<file path="config.mk">
export PLATFORM = sky130hd
export DESIGN_NAME = hazard_interlock_ctrl
export DESIGN_NICKNAME = d
export VERILOG_FILES = /design/src/rtl/pipe_pkg.sv /design/src/rtl/hazard_scoreboard.sv /design/src/rtl/hazard_interlock_ctrl.sv
export SDC_FILE = /design/constraint.sdc
export NUM_CORES = 1
export LEC_CHECK = 0
export CAP_MARGIN = 20
export CORE_UTILIZATION = 40
export DETAILED_ROUTE_END_ITERATION = 16
export GPL_ROUTABILITY_DRIVEN = 1
export PLACE_DENSITY = 0.66
export SLEW_MARGIN = 15
export SYNTH_ARGS = -nofsm -noshare
export SYNTH_HDL_FRONTEND = slang
export SYNTH_HIERARCHICAL = 1
export SYNTH_SLANG_ARGS = --single-unit
export TNS_END_PERCENT = 5
</file>
<file path="constraint.sdc">
create_clock -name clk -period 3.75 [get_ports clk]
set_clock_uncertainty 0.1 [all_clocks]
set_input_delay 0.5625 -clock clk [delete_from_list [all_inputs] [get_ports clk]]
set_output_delay 0.5625 -clock clk [all_outputs]
set_load 0.01 [all_outputs]
</file>
<file path="src/rtl/pipe_pkg.sv">
// Shared SimpleRISC pipeline definitions.
// Register-file geometry, NOP encoding and scoreboard entry layout.
package pipe_pkg;

  localparam int          REG_W    = 4;
  localparam int          NUM_REGS = 16;
  localparam logic [3:0]  RA_REG   = 4'd15;
  localparam logic [31:0] NOP      = 32'h6800_0000;

  typedef struct packed {
    logic             valid;
    logic [REG_W-1:0] rd;
  } sb_entry_t;

endpackage

</file>
<file path="src/rtl/hazard_scoreboard.sv">
// In-flight destination tracker (E, M, RW) with
// RAW match against the decode-stage sources.
module hazard_scoreboard
  import pipe_pkg::*;
#(
  parameter int DEPTH = 3
) (
  input  logic             clk,
  input  logic             rst,
  input  sb_entry_t        push_i,
  input  logic [REG_W-1:0] src1_i,
  input  logic [REG_W-1:0] src2_i,
  input  logic             use1_i,
  input  logic             use2_i,
  output logic             raw_o
);

  sb_entry_t sb_q [DEPTH];

  always_ff @(posedge clk or negedge rst) begin
    if (!rst) begin
      for (int i = 0; i < DEPTH; i++) begin
        sb_q[i] <= '0;
      end
    end else begin
      sb_q[0] <= push_i;
      for (int i = 1; i < DEPTH; i++) begin
        sb_q[i] <= sb_q[i-1];
      end
    end
  end

  always_comb begin
    raw_o = 1'b0;
    for (int i = 0; i < DEPTH; i++) begin
      if (sb_q[i].valid &&
          ((use1_i && (src1_i == sb_q[i].rd)) ||
           (use2_i && (src2_i == sb_q[i].rd)))) begin
        raw_o = 1'b1;
      end
    end
  end

endmodule

</file>
<file path="src/rtl/hazard_interlock_ctrl.sv">
// Decode interlock: RAW stall, branch squash and
// saturating debug counters for stall/flush activity.
module hazard_interlock_ctrl
  import pipe_pkg::*;
#(
  parameter int DEPTH = 3,
  parameter int CNT_W = 16
) (
  input  logic             clk,
  input  logic             rst,
  input  logic [REG_W-1:0] src1_D,
  input  logic [REG_W-1:0] src2_D,
  input  logic             use1_D,
  input  logic             use2_D,
  input  logic [REG_W-1:0] dst_D,
  input  logic             iswb_D_hazard,
  input  logic             isbranch_taken_E,
  output logic             add_stall,
  output logic             hold_F,
  output logic             flush_FD,
  output logic [CNT_W-1:0] stall_cycles,
  output logic [CNT_W-1:0] flush_events
);

  logic             raw;
  logic             issue;
  sb_entry_t        push;
  logic [CNT_W-1:0] stall_q, stall_d;
  logic [CNT_W-1:0] flush_q, flush_d;

  hazard_scoreboard #(
    .DEPTH (DEPTH)
  ) u_sb (
    .clk    (clk),
    .rst    (rst),
    .push_i (push),
    .src1_i (src1_D),
    .src2_i (src2_D),
    .use1_i (use1_D),
    .use2_i (use2_D),
    .raw_o  (raw)
  );

  // Branch squash outranks the RAW stall.
  always_comb begin
    add_stall = 1'b0;
    hold_F    = 1'b0;
    flush_FD  = 1'b0;
    if (isbranch_taken_E) begin
      flush_FD = 1'b1;
    end else if (raw) begin
      add_stall = 1'b1;
      hold_F    = 1'b1;
    end
  end

  assign issue = !add_stall && !isbranch_taken_E;

  always_comb begin
    push = '0;
    if (issue) begin
      push.valid = iswb_D_hazard;
      push.rd    = dst_D;
    end
  end

  always_comb begin
    stall_d = stall_q;
    flush_d = flush_q;
    if (add_stall && (stall_q != '1)) begin
      stall_d = stall_q + 1'b1;
    end
    if (isbranch_taken_E && (flush_q != '1)) begin
      flush_d = flush_q + 1'b1;
    end
  end

  always_ff @(posedge clk or negedge rst) begin
    if (!rst) begin
      stall_q <= '0;
      flush_q <= '0;
    end else begin
      stall_q <= stall_d;
      flush_q <= flush_d;
    end
  end

  assign stall_cycles = stall_q;
  assign flush_events = flush_q;

endmodule

</file>
# Word level (Yosys, flattened, before mapping)
# Index checks and enable logic that the tools add are counted.
# op_classes
addsub	2
n_reduce_logical	17
muxes	7
n_eq_ne	8
# ops
operator	count
$add 16x1->16 const B	2
$ne 16x16->1 const B	2
$eq 4x4->1	6
$logic_and 1x1->1	12
$mux 1	6
$mux 5	1
$logic_or 1x1->1	3
$logic_not 1->1	2
# word_totals
register_bits	47
word_cells	42

# Longest topological paths before layout
# Gate-level depths: netlist of the first run.
# depth
word_depth	12
ltp_mapped	10
ltp_nobuf	9

# Modules after synthesis
# Netlist of the first run, hierarchy kept.
# modules_own_cells
module	seq_area_each_um2	area_per_inst_um2	instances	cells_per_inst
hazard_interlock_ctrl	800.8	1612.8	1	147
hazard_scoreboard	375.4	664.4	1	53

# Worst setup path after synthesis of the first run
# Ideal clock, no wire load.
# synth_path
path_type	input-to-reg
start	input src2_D[1]
end	register stall_q[12], in the netlist stall_cycles[12]
setup_ns	0.125
stages	9
required_time_ns	3.525
path_slack_ns	1.325
path_buffers	1
arrival_time_ns	2.200
cell_sequence	xor2_1 > nor4_1 > a41oi_1 > nand4_1 > nor2b_1 > buf_4 > nand4_1 > nor3_1 > mux2_2
# synth_between
elab_chain_len	10
# synth_lines
item	line	text
from (decl)	hazard_interlock_ctrl.sv:12	input logic [REG_W-1:0] src2_D,
$eq 4x4->1	hazard_scoreboard.sv:38	(use2_i && (src2_i == sb_q[i].rd)))) begin
$logic_and 1x1->1	hazard_scoreboard.sv:38	
$logic_or 1x1->1	hazard_scoreboard.sv:37	((use1_i && (src1_i == sb_q[i].rd)) ||
$logic_and 1x1->1	hazard_scoreboard.sv:36	if (sb_q[i].valid &&
$mux 1 (2 in series)	hazard_scoreboard.sv:36	
$mux 1 (*)	hazard_scoreboard.sv:36	
net raw	hazard_interlock_ctrl.sv:25	logic raw;
$mux 1 (*)	hazard_interlock_ctrl.sv:51	end else if (raw) begin
$mux 1 (*)	hazard_interlock_ctrl.sv:49	if (isbranch_taken_E) begin
net add_stall	hazard_interlock_ctrl.sv:18	output logic add_stall,
$logic_and 1x1->1 (*)	hazard_interlock_ctrl.sv:70	if (add_stall && (stall_q != '1)) begin
to (signal assigned)	hazard_interlock_ctrl.sv:83	stall_q <= stall_d;
to (decl)	hazard_interlock_ctrl.sv:28	logic [CNT_W-1:0] stall_q, stall_d;
# The timed path passes the listed nets; every way through them passes the cells marked *.
# A chain may end at the register's enable or synchronous reset.

# Worst setup path in the final report of the first run
# layout_path
start	input src2_D[2]
end	output hold_F
# layout_between
elab_chain_len	9
# layout_lines
item	line	text
$eq 4x4->1	hazard_scoreboard.sv:38	
$logic_and 1x1->1	hazard_scoreboard.sv:38	
$logic_or 1x1->1	hazard_scoreboard.sv:37	
$logic_and 1x1->1	hazard_scoreboard.sv:36	
$mux 1 (2 in series)	hazard_scoreboard.sv:36	
$mux 1 (*)	hazard_scoreboard.sv:36	
net raw	hazard_interlock_ctrl.sv:25	
$mux 1 (*)	hazard_interlock_ctrl.sv:51	
$mux 1 (*)	hazard_interlock_ctrl.sv:49	
to (decl)	hazard_interlock_ctrl.sv:19	output logic hold_F,
# Marked as above.

==> out/results.txt, run 1 <==
Most common library cell in the layout ignoring fill and taps: sky130_fd_sc_hd__clkdlybuf4s50_1
Number of instances in the synthesized netlist: 200
Largest net degree at the start of global routing: 48
Highest-count cells in the layout ignoring fill and taps: 51 x sky130_fd_sc_hd__clkdlybuf4s50_1, 47 x sky130_fd_sc_hd__dfrtp_1, 30 x sky130_fd_sc_hd__xor2_1
DRC errors left: 0
Clock insertion delay at the later pin of the skew report: 0.30 ns
Setup TNS: 0 ns
Number of storage elements in the synthesis netlist: 47
Number of buffers added on ports: 52
Cells along the critical path: clkdlybuf4s50_1 -> xor2_1 -> nor4_1 -> o21ai_0 -> nand4_1 -> nor2b_1 -> clkdlybuf4s50_1
DRT iter0 DRCs: 119
Async set or reset register ratio after synthesis: 1.00
Sink count of the clock tree: 47
Worst EP arrival: 2.65 ns
Slew at the pin closest to its max-slew limit: 0.583 ns
Top cell by count, worst path: sky130_fd_sc_hd__clkdlybuf4s50_1
Cell type of the slowest stage on the worst timing path: sky130_fd_sc_hd__clkdlybuf4s50_1
Startpoint kind of the worst setup timing path: input port
Global-route wire length before repair: 8290 um
Kind of end point of the critical path: primary output
Root buf cell: sky130_fd_sc_hd__clkbuf_8
Share of synthesized area occupied by flip-flops and latches: 0.516
Worst r2r src: u_sb/sb_q[13]
Clock tree from TritonCTS: yes
Portion of the clock cycle consumed by the worst path in the final layout: 0.884
Cell variety after synth: 31
Core Region: 5510 um^2
Number of flops mapped to enable cells by yosys: 0
Post-synthesis instance area: 2280 um^2
Antenna fix cells: 0
Worst slew margin relative to its limit: 0.611
Crit path max-delay family: buffers and inverters
First-pass detailed-route iteration total: 4
CP required: 3.09 ns
Overall routed net length: 4800 um
Static Leakage: 1.33 nW
Flip-flop cell with the highest count after synthesis: sky130_fd_sc_hd__dfrtp_1
Hold Fails Final Rpt: 0
Critical Setup Path Class: in -> out
Syn avg cell area: 11.4 um^2
Type of the most critical hold path: in -> async
Cells resized by post-CTS repair: 0
Number of CTS-inserted buffers: 5
CP bufs+invs: 2
Result of the run: complete, no violations
Total track usage: 0.177
Mean number of vias per cell: 5.31
Endpoint of the lowest-slack register-to-register path: stall_cycles[12]
Average detailed-routed wire length per instance: 14.5 um
Total power: 1.31 mW
Number of antenna violations at the first check in global routing: 0
Highest net fanout along the worst path: 3
Max Transition Viols Final: 0
Starting density of the core: 0.414
Worst Reg-to-Reg Cells: 9
Synth warnings: 6
Fmax achieved: 302 MHz
Die ar.: 6000 um^2
Min cycle time layout: 3.31 ns
Final ANT Viol Nets: 0
Number of buffers on the longest clock path: 2
Vias: 1751
Row count: 27
Fraction of final layout cells sized beyond drive strength 1: 0.0698
Post CTS Setup Buffer Count: 0
Hold buffer count at cts: 0
Count of max-cap constraint violations: 0
H-tree depth: 2
Number of placed I/O pins: 53
Largest stage delay on the critical path: 0.62 ns
Die outline height: 77.5 um
Fin nets: 277
Floorplan die width: 77.5 um
Total nets after synthesis: 220
Area growth, synth to finish: 31.1%
Detail Placement HPWL: 3420 um
Vias in the first global route: 1708
RSZ-0062 raised after global routing: false
Worst vdd rail ir drop: 0.000275 V
Pwr per Cell Area: 440 nW/um^2
Setup slack, reg-to-reg: 1.05 ns
Clock transition at the registers of the reported paths: 0.09 ns
GRT overflow: 0
Total of endpoints with negative setup slack in the final report: 0
Final GP Congestion: 0.840
-- synthesized netlist by cell type (all sizes together), types with 3 or more instances --
cell type,instances,area share
a31oi,3,0.0082
and2,5,0.014
and3,6,0.016
nor3,10,0.022
xor2,30,0.12
nor4,5,0.020
o21ai,3,0.0066
mux2,3,0.016
and4,4,0.015
nor2,6,0.0099
a21oi,4,0.0088
dfrtp,47,0.52
xnor2,18,0.069
nand3,10,0.022
nand2,10,0.016
buf,4,0.012
nand4,20,0.062
-- through the flow --
step	worst slack [ns]	hold WS, ns	util	area (um^2)	instances
detailed placement	0.464	0.275	0.521	2870	322
global placement	0.558	0.283	0.521	2870	322
floorplan	1.32	0.167	-	2280	200
CTS	0.406	0.298	0.542	2980	330
global route	0.282	0.203	0.542	2990	330
finish	0.435	0.160	0.542	2990	330
-- kinds of logic after synthesis --
kind of cell | after synthesis | synth area share
flops | 47 | 0.516
xor+xnor | 48 | 0.185
compound gates | 12 | 0.0308
simple gates | 84 | 0.229
fa+ha+maj | 2 | 0.0110
mux | 3 | 0.0165
buf+inv | 4 | 0.0121
-- worst register-to-register path: cells and delay by family, from the launching register on --
kind | cells | cell delay, ns
XOR/XNOR | 1 | 0.18
buffers and inverters | 1 | 0.19
flip-flops | 1 | 0.44
AND/OR/NAND/NOR | 5 | 1.19
multiplexers | 1 | 0.36
AO/OA/AOI/OAI | 1 | 0.14
-- routing by layer --
metal	share of wire	GRT usage	routed length [um]
met1	0.47	0.241	2260
met2	0.47	0.282	2260
met3	0.046	0.0329	220
met4	0.011	0.0585	55
met5	0	0	0
-- cell type report --
| class | instances | area (um^2) |
|---|---|---|
| Tap cell | 72 | 90.1 |
| Clock buffer | 5 | 68.8 |
| Multi-Input combinational cell | 149 | 1070 |
| Timing Repair Buffer | 54 | 533 |
| Sequential cell | 47 | 1180 |
| Fill cell | 501 | 2520 |
| Clock inverter | 3 | 43.8 |
-- state kept, by name, summed over array words and instances, names as in the netlist --
name and cells:
flush_events 16, u_sb/sb_q 15, stall_cycles 16
-- worst max path at each step --
stage,start,endpoint,slack [ns],cells past startpoint
after global routing,src2_D[1],hold_F,0.28,8
after detailed placement,src2_D[2],hold_F,0.46,7
after CTS,src2_D[2],hold_F,0.41,7
final,src2_D[2],hold_F,0.44,7
after global placement,src1_D[0],hold_F,0.56,7
after floorplan,src2_D[1],stall_cycles[12],1.32,9
-- power breakdown --
group          internal (mW)  leakage (nW)  switching, mW
clock                  0.199        0.0581          0.175
combinational          0.170         0.643          0.119
sequential             0.566         0.625         0.0870
total                  0.934          1.33          0.380
No activity file was read; power rests on OpenSTA's default activity.
==> run 2: changes to the inputs <==
GPL_TIMING_DRIVEN = 0   (was unset)
==> out/results.txt, run 2 (synthesis results as in run 1) <==
Core Region: 5510 um^2
Worst slew margin relative to its limit: 0.667
Die outline height: 77.5 um
Portion of the clock cycle consumed by the worst path in the final layout: 0.908
Total track usage: 0.173
Area growth, synth to finish: 32.6%
RSZ-0062 raised after global routing: false
Cells along the critical path: clkdlybuf4s50_1 -> xor2_1 -> nor4_1 -> a41oi_1 -> nand4_1 -> nor2b_1 -> buf_4 -> buf_4 -> clkdlybuf4s50_1
Clock transition at the registers of the reported paths: 0.09 ns
Largest stage delay on the critical path: 0.52 ns
Count of max-cap constraint violations: 0
Fmax achieved: 294 MHz
Cell type of the slowest stage on the worst timing path: sky130_fd_sc_hd__clkdlybuf4s50_1
Overall routed net length: 4620 um
Static Leakage: 1.35 nW
Row count: 27
H-tree depth: 2
Number of buffers added on ports: 52
CP required: 3.09 ns
Post CTS Setup Buffer Count: 0
Cells resized by post-CTS repair: 0
Met3 capacity usage during global routing: 0.0435
CP bufs+invs: 4
Detail Placement HPWL: 3430 um
Result of the run: complete, no violations
Final ANT Viol Nets: 0
Net switching share of the total power: 0.281
DRC errors left: 0
Share of power burned in the clock network: 0.290
Share of the core filled with cells: 0.549
Worst r2r src: u_sb/sb_q[7]
Worst vdd rail ir drop: 0.000297 V
Pwr per Cell Area: 441 nW/um^2
Crit path max-delay family: buffers and inverters
Sink count of the clock tree: 47
Min cycle time layout: 3.40 ns
Vias: 1726
Number of placed I/O pins: 53
Final GP Congestion: 0.810
Highest-count cells in the layout ignoring fill and taps: 51 x sky130_fd_sc_hd__clkdlybuf4s50_1, 47 x sky130_fd_sc_hd__dfrtp_1, 30 x sky130_fd_sc_hd__xor2_1
Hold Fails Final Rpt: 0
Average detailed-routed wire length per instance: 13.9 um
Antenna fix cells: 0
Root buf cell: sky130_fd_sc_hd__clkbuf_8
Slew at the pin closest to its max-slew limit: 0.496 ns
GR Util met1: 0.234
Switching power total: 0.373 mW
First-pass detailed-route iteration total: 4
Met2 Use GR: 0.279
Fraction of final layout cells sized beyond drive strength 1: 0.0805
Total power: 1.33 mW
Fin nets: 280
Total of endpoints with negative setup slack in the final report: 0
Clock insertion delay at the later pin of the skew report: 0.29 ns
Kind of end point of the critical path: primary output
Critical Setup Path Class: in -> out
Internal power component: 0.958 mW
Number of CTS-inserted buffers: 5
Worst EP arrival: 2.74 ns
Highest net fanout along the worst path: 9
Most common library cell in the layout ignoring fill and taps: sky130_fd_sc_hd__clkdlybuf4s50_1
Number of antenna violations at the first check in global routing: 0
Launching instance or port of the critical path: src2_D[1]
Die ar.: 6000 um^2
Number of buffers on the longest clock path: 2
Routing layer with the top usage in global route: met2
Type of the most critical hold path: in -> async
Comb pwr share: 0.229
Floorplan die width: 77.5 um
Mean number of vias per cell: 5.18
DRT iter0 DRCs: 67
Setup TNS: 0 ns
Startpoint kind of the worst setup timing path: input port
Global-route wire length before repair: 8160 um
Largest net degree at the start of global routing: 34
Hold buffer count at cts: 0
Clock tree from TritonCTS: yes
Vias in the first global route: 1704
Max Transition Viols Final: 0
Starting density of the core: 0.414
GRT overflow: 0
Proportion of power drawn by flip-flops and latches: 0.481
run 2: cell types whose count changed in the layout (fill, tap and decap cells not counted), sizes merged:
cell,previous run,this run
clkinv,2,1
clkbuf,5,6
buf,3,6
run 2: path summary, 6_finish.rpt:
kind | depth (start not counted) | slack (ns) | to
max | 9 | 0.35 | hold_F
min | 1 | 0.07 | u_sb/sb_q[8]
max reg2reg | 9 | 1.18 | stall_cycles[12]
min reg2reg | 0 | 0.30 | u_sb/sb_q[9]
max in group asynchronous | 2 | 2.99 | flush_events[2]
min in group clk | 0 | 0.30 | u_sb/sb_q[9]
run 2: power groups by stage:
stage	logic (mW)	registers, mW	clock network, mW
finish	0.305	0.640	0.386
global route	0.332	0.655	0.422
CTS	0.309	0.641	0.403
detailed placement	0.307	0.648	0
global placement	0.299	0.649	0
floorplan	0.125	0.657	0
run 2: stage by stage:
stage | worst slack [ns] | hold WS, ns | instances | instance area (um^2)
final | 0.346 | 0.0726 | 333 | 3020
after global routing | 0.193 | 0.0760 | 333 | 3020
after CTS | 0.332 | 0.0739 | 333 | 3020
after detailed placement | 0.345 | 0.281 | 325 | 2900
after global placement | 0.380 | 0.285 | 324 | 2890
after floorplan | 1.32 | 0.167 | 200 | 2280
run 2: area by class of cell:
cell class | instances | area [um^2]
Timing Repair Buffer | 53 | 536
Clock inverter | 2 | 35.0
Sequential cell | 47 | 1180
Tap cell | 72 | 90.1
Buffer | 4 | 27.5
Fill cell | 507 | 2490
Multi-Input combinational cell | 149 | 1070
Clock buffer | 6 | 82.6
run 2: worst register-to-register path: stages (launching register included):
cell                      delay (ns)
sky130_fd_sc_hd__dfrtp_1        0.42
sky130_fd_sc_hd__xor2_1         0.16
sky130_fd_sc_hd__nor3_1         0.24
sky130_fd_sc_hd__a41oi_1        0.16
sky130_fd_sc_hd__nand4_1        0.14
sky130_fd_sc_hd__nor2b_1        0.14
sky130_fd_sc_hd__buf_4          0.17
sky130_fd_sc_hd__nand4_1        0.29
sky130_fd_sc_hd__nor3_1         0.29
sky130_fd_sc_hd__mux2_2         0.35
run 2: per-layer routing:
metal	wire, um	part of all wire	up-vias
met1	2230	0.48	844
met3	187	0.041	2
met4	20	0.0043	0
met5	0	0	-
met2	2180	0.47	43
li1	-	-	837
